===== config.mk =====
export PLATFORM = sky130hd
export DESIGN_NAME = fir_filter
export DESIGN_NICKNAME = d
export VERILOG_FILES = /design/src/rtl/fir_filter.sv
export SDC_FILE = /design/constraint.sdc
export NUM_CORES = 2
export LEC_CHECK = 0
export ABC_AREA = 0
export CAP_MARGIN = 20
export CORE_ASPECT_RATIO = 0.5
export CORE_MARGIN = 4
export CORE_UTILIZATION = 30
export DETAILED_ROUTE_END_ITERATION = 10
export RECOVER_POWER = 50
export SLEW_MARGIN = 25
export SYNTH_ARGS = -nofsm -noshare
export SYNTH_HDL_FRONTEND = slang
export SYNTH_SLANG_ARGS = --single-unit

===== constraint.sdc =====
create_clock -name clk -period 7.73 [get_ports clk]
set_input_delay 1.1595 -clock clk [delete_from_list [all_inputs] [get_ports clk]]
set_output_delay 1.1595 -clock clk [all_outputs]
set_load 0.05 [all_outputs]

===== src/rtl/fir_filter.sv =====
// Direct-form FIR filter: delay line, registered products, pairwise partial sums,
// and a final adder tree into signal_out. Fixed three-clock latency, one sample per clock.
module fir_filter #(
  parameter int FIR_ORDER = 4
) (
  input  logic                   clk,
  input  logic                   rst,
  input  logic                   load,
  input  logic                   valid_in,
  input  logic [FIR_ORDER*16-1:0] coeff_in,
  input  logic [15:0]            signal_in,
  output logic                   valid_out,
  output logic [31:0]            signal_out
);

  localparam int NPART = (FIR_ORDER + 1) / 2;

  logic [15:0] coef_q [FIR_ORDER];
  logic [15:0] x_q    [FIR_ORDER];
  logic [31:0] prod_d [FIR_ORDER];
  logic [31:0] prod_q [FIR_ORDER];
  logic [31:0] part_d [NPART];
  logic [31:0] part_q [NPART];
  logic [31:0] sum_d;
  logic [31:0] out_q;
  logic        vx_q;
  logic        vp_q;
  logic        vs_q;
  logic        vo_q;

  always_ff @(posedge clk) begin
    if (rst) begin
      for (int k = 0; k < FIR_ORDER; k++) begin
        coef_q[k] <= '0;
        x_q[k]    <= '0;
      end
    end else begin
      if (load) begin
        for (int k = 0; k < FIR_ORDER; k++) begin
          coef_q[k] <= coeff_in[16*k +: 16];
        end
      end
      if (valid_in) begin
        x_q[0] <= signal_in;
        for (int k = 1; k < FIR_ORDER; k++) begin
          x_q[k] <= x_q[k-1];
        end
      end
    end
  end

  // Sign-extended 32x32 multiply: the low 32 bits equal the signed 16x16 product.
  always_comb begin
    for (int k = 0; k < FIR_ORDER; k++) begin
      prod_d[k] = {{16{coef_q[k][15]}}, coef_q[k]} * {{16{x_q[k][15]}}, x_q[k]};
    end
  end

  for (genvar i = 0; i < NPART; i++) begin : g_part
    if (2*i + 1 < FIR_ORDER) begin : g_pair
      assign part_d[i] = prod_q[2*i] + prod_q[2*i+1];
    end else begin : g_pass
      assign part_d[i] = prod_q[2*i];
    end
  end

  always_comb begin
    sum_d = '0;
    for (int i = 0; i < NPART; i++) begin
      sum_d = sum_d + part_q[i];
    end
  end

  // The valid bit travels alongside the data so each stage knows whether its contents are live.
  always_ff @(posedge clk) begin
    if (rst) begin
      for (int k = 0; k < FIR_ORDER; k++) begin
        prod_q[k] <= '0;
      end
      for (int i = 0; i < NPART; i++) begin
        part_q[i] <= '0;
      end
      out_q <= '0;
      vx_q  <= 1'b0;
      vp_q  <= 1'b0;
      vs_q  <= 1'b0;
      vo_q  <= 1'b0;
    end else begin
      for (int k = 0; k < FIR_ORDER; k++) begin
        prod_q[k] <= prod_d[k];
      end
      for (int i = 0; i < NPART; i++) begin
        part_q[i] <= part_d[i];
      end
      if (vs_q) begin
        out_q <= sum_d;
      end
      vx_q <= valid_in;
      vp_q <= vx_q;
      vs_q <= vp_q;
      vo_q <= vs_q;
    end
  end

  assign valid_out  = vo_q;
  assign signal_out = out_q;

endmodule


Word level (Yosys, flattened, before mapping)
Memory sizes are Yosys's and may differ from the RTL's.
Cells that the tools add are included.
{"block": "totals", "reg_bits": 36, "mem_bits_rw": 320, "inputBits": 84, "mem_count": 4}
{"block": "classes", "addsub": 3, "n_mul": 4, "muxes": 23, "bitwise": 14}
{"name": "prod_q", "depth": 4, "word_bits": 32, "read_ports": 4, "rd_ports_with_merged_regs": 0, "wr": 4, "line": "21", "rtl": "logic [31:0] prod_q [FIR_ORDER];"}
{"name": "coef_q", "depth": 4, "word_bits": 16, "read_ports": 4, "rd_ports_with_merged_regs": 0, "wr": 4, "line": "18", "rtl": "logic [15:0] coef_q [FIR_ORDER];"}
{"name": "part_q", "depth": 2, "word_bits": 32, "read_ports": 2, "rd_ports_with_merged_regs": 0, "wr": 2, "line": "23", "rtl": "logic [31:0] part_q [NPART];"}
{"name": "x_q", "depth": 4, "word_bits": 16, "read_ports": 4, "rd_ports_with_merged_regs": 0, "wr": 4, "line": "19", "rtl": "logic [15:0] x_q [FIR_ORDER];"}
{"operator": "32-bit 2-to-1 mux", "n": 6}
{"operator": "16-bit by 16-bit multiplier with 32-bit output", "n": 4}
{"operator": "16-bit 2-to-1 mux", "n": 8}
{"operator": "32-bit adder", "n": 3}
{"operator": "1-bit OR", "n": 14}
{"operator": "1-bit 2-to-1 mux", "n": 9}

Logic depth before layout (Yosys ltp)
{"block": "logic_depth", "word_depth": 4, "ltp_mapped": 26, "depth_no_buf": 23}

Least setup slack after synthesis
Ideal clock, no wire load.
{"block": "synth_path", "kind": "register -> register", "startpoint": "memory coef_q[2][15]", "endpoint": "memory prod_q[2][30]", "setup_time_ns": 0.130, "arrival_time_ns": 6.058, "path_slack_ns": 1.542, "path_stages_with_launch": 24, "n_path_buf": 2, "path_cell_list": "edfxtp_1 clkbuf_1 nand2_1 inv_1 fa_1 fa_1 fa_1 fa_1 fa_1 inv_1 fa_1 inv_1 ha_1 clkbuf_1 and3_1 nand2_1 nor3_1 nand3_1 a211o_1 nand3_1 o41ai_1 o21ai_1 mux2i_1 o311ai_1"}
{"element": "from (decl)", "line": "18"}
{"element": "to (decl)", "line": "21"}

==> impl_metrics.tcl <==
set metrics [dict create \
    drt_pass1_iterations 5 \
    yosysUniqueCellTypes 80 \
    setup_viol 0 \
    vias_per_cell 4.56 \
    status "finished, violations left" \
    crit_path_max_incr_delay_ns 0.78 \
    io_pins 117 \
    worst_path_most_repeated_cell "fa_1" \
    final.min_clock_period_ns 6.94 \
    p_per_area_nw_per_um2 292 \
    clock_path_buffers 3 \
    first_global_vias 39800 \
    coreArea_um2 178000 \
    hold_path_class "reg -> reg" \
    cp-end-kind "register" \
    die_w_um 609 \
    hold_path_end "vp_q" \
    grt_max_degree 149 \
    rr_startpoint "x_q[3][7]" \
    p_leak_nw 28.9 \
    cp_cell_sequence "nand2_1, fa_1, inv_1, fa_1, inv_1, fa_1, inv_1, fa_1, fa_1, inv_1, fa_1, inv_1, ha_1, a21o_1, a21o_1, a211o_1, nand3_1, a31oi_1, o31ai_1, a21oi_1, a311oi_1, xnor2_1, nor2_1" \
    slowest_stage "edfxtp_1" \
    synth.yosys.seq_area_share_pct 15.5 \
    wl_per_cell_um 16.9 \
    synth.area.top_cells "fa_1, ha_1, dfxtp_1, inv_1, and2_1" \
    tightestPinTransition_ns 5.27 \
    drive_above_1_share_pct 2.54 \
    grt_setup_unrepaired "no" \
    synthArstFlopShare_pct 0 \
    detailedRoute.firstIterationViolations 2055 \
    synth_edf_count 128 \
    cp.arrival_ns 7.25 \
    yosys.area.top_type "fa_1" \
    h-tree-depth 2 \
    antenna_found_initial 15 \
    finalMaxSlewViolations 452 \
    r2r-end "prod_q[3][31]" \
    synth_common_cells "inv_1, fa_1, and2_1" \
    ant_nets 0 \
    hold_slack_ns 0.440 \
    drc_errors 0 \
    cts_hold_buf 0 \
    drv_cap 8 \
    synthCells 5698 \
    finalHoldViolations 0 \
    cts_buffers 44 \
    cts_tree "built" \
    die_area_um2 188000 \
    dp_hpwl_mm 112 \
    post-cts-setup-buffer-count 0 \
    clock.fmax_mhz 144 \
    ff2ff_setup_slack_ns 0.79 \
    worstPathRequired_ns 8.04 \
    yosysMostFrequentCell "inv_1" \
    ys_ff_latch 356 \
    post-synth-top-area-fraction_pct 38.8 \
    synth_area_um2 54200 \
    postSynthAreaPerCell_um2 9.51 \
    tns_ns 0 \
    grt_overflow_total 0 \
    max_slew_margin_pct -252 \
    fin_crit_sh_pct 89.8 \
    ctsResizeCount 0 \
    fp-row-count 109 \
    cts_root_buffer "clkbuf_16" \
    ir_drop_v 0.000247 \
    clock-sinks 356 \
    post-route-util_pct 33.4 \
    area_delta_synth_final_pct 9.71 \
    setup.worst_path.class "reg -> reg" \
    finClkSkew_ns 0.0404 \
    io_buffer_count 116 \
    clk_pin_slew_worst_paths_ns 0.07 \
    track_usage_pct 15.0 \
    n_fill_cell 18400 \
    ys_warn_count 0 \
    violations "capacitance limit, slew limit" \
    reg2reg_depth 23 \
    startpoint_type "register" \
    die_y_um 309 \
    hp-start "vx_q" \
    fin_nets 7274 \
    initial_core_util_pct 30.4 \
    grt_first_pass_wirelength_mm 224 \
    synth_flop_cell "dfxtp_1" \
    vias 37200 \
    whs_path_depth 1 \
    place.gp.congestion 0.873 \
    path_buf_inv 5 \
    crit_family "adder cells" \
    clk_latency_ns 0.64 \
    wl_mm 138 \
    syn_nets 7254 \
    worstPathMaxFanout 16 \
]
-- worst max-delay path by stage --
stage	from	end	cells after the start
final	x_q[3][7]	prod_q[3][31]	23
after global routing	x_q[1][1]	prod_q[1][30]	21
after CTS	x_q[1][1]	prod_q[1][30]	21
after detailed placement	x_q[1][1]	prod_q[1][30]	21
after global placement	x_q[1][1]	prod_q[1][30]	21
after floorplan	coef_q[2][15]	prod_q[2][30]	23
-- flip-flops by register name (all words and copies together), names as in the netlist --
name / count
coef_q: 64
part_q: 64
prod_q: 128
signal_out: 32
valid_out: 1
vp_q: 1
vs_q: 1
vx_q: 1
x_q: 64
-- placed cells by master, fill, tap and decap left out, types with 11 or more instances in the layout --
cell type and n:
a211oi_1 29, a21o_1 88, a21oi_1 144, a31oi_1 18, and2_0 86, and2_1 545
and3_1 17, buf_4 38, clkbuf_1 12, clkbuf_16 46, clkdlybuf4s50_1 113, dfxtp_1 227
edfxtp_1 128, fa_1 1051, ha_1 421, inv_1 1193, mux2i_1 24, nand2_1 539
nand2b_1 48, nand3_1 38, nand4_1 17, nor2_1 304, nor2b_1 52, nor3_1 47
o21a_1 20, o21ai_0 71, o21ai_1 11, o21bai_1 26, o31ai_1 13, or3_1 11
xnor2_1 133, xor2_1 74
-- layout make-up --
type	instances	area, µm²	area share [%]
antenna	6	15.0	0.0253
clock buffer	61	1280	2.15
timing repair buffer	160	1480	2.49
multi-input combinational	3963	40600	68.3
sequential	356	8410	14.1
tap	2386	2990	5.02
clock inverter	21	211	0.356
inverter	1193	4480	7.53
-- through the flow --
step	area [µm²]	setup slack, ns	std cells	power, mW
2_1_floorplan	54200	1.54	5698	12.0
3_3_place_gp	58000	0.995	8058	15.2
3_5_place_dp	58000	0.904	8058	15.2
4_1_cts	59500	0.869	8140	17.6
5_1_grt	59400	0.388	8140	19.3
6_report	59500	0.786	8146	17.4
-- metal layers --
metal | up-vias | track usage (%) | share of wire [%]
met3 | 202 | 2.10 | 5.3
met5 | - | 0 | 0.025
li1 | 17300 | - | -
met4 | 6 | 4.54 | 3.4
met1 | 18800 | 19.7 | 43
met2 | 849 | 25.8 | 48
-- kinds of logic after synthesis --
logic type | Yosys count | synth area share, %
flip-flops | 356 | 15.5
buffers and inverters | 1379 | 9.57
adder cells (fa/ha/maj) | 1472 | 48.5
AO/OA/AOI/OAI | 501 | 6.16
XOR/XNOR | 207 | 3.35
multiplexers | 31 | 0.596
AND/OR/NAND/NOR | 1752 | 16.3
-- worst register-to-register path, cell delays in order, from the launching register on --
cell      delay [ns]
edfxtp_1        0.78
nand2_1         0.18
fa_1            0.57
inv_1           0.05
fa_1            0.50
inv_1           0.05
fa_1            0.53
inv_1           0.06
fa_1            0.49
fa_1            0.51
inv_1           0.05
fa_1            0.47
inv_1           0.05
ha_1            0.33
a21o_1          0.19
a21o_1          0.16
a211o_1         0.30
nand3_1         0.12
a31oi_1         0.13
o31ai_1         0.37
a21oi_1         0.16
a311oi_1        0.35
xnor2_1         0.16
nor2_1          0.05
-- report_power, final --
group	internal [mW]	leakage [nW]	switching, mW	total [mW]
combinational	5.20	24.8	7.11	12.3
sequential	2.42	3.28	0.473	2.90
clock	1.24	0.747	0.928	2.17
No activity file was read; power rests on OpenSTA's default activity.
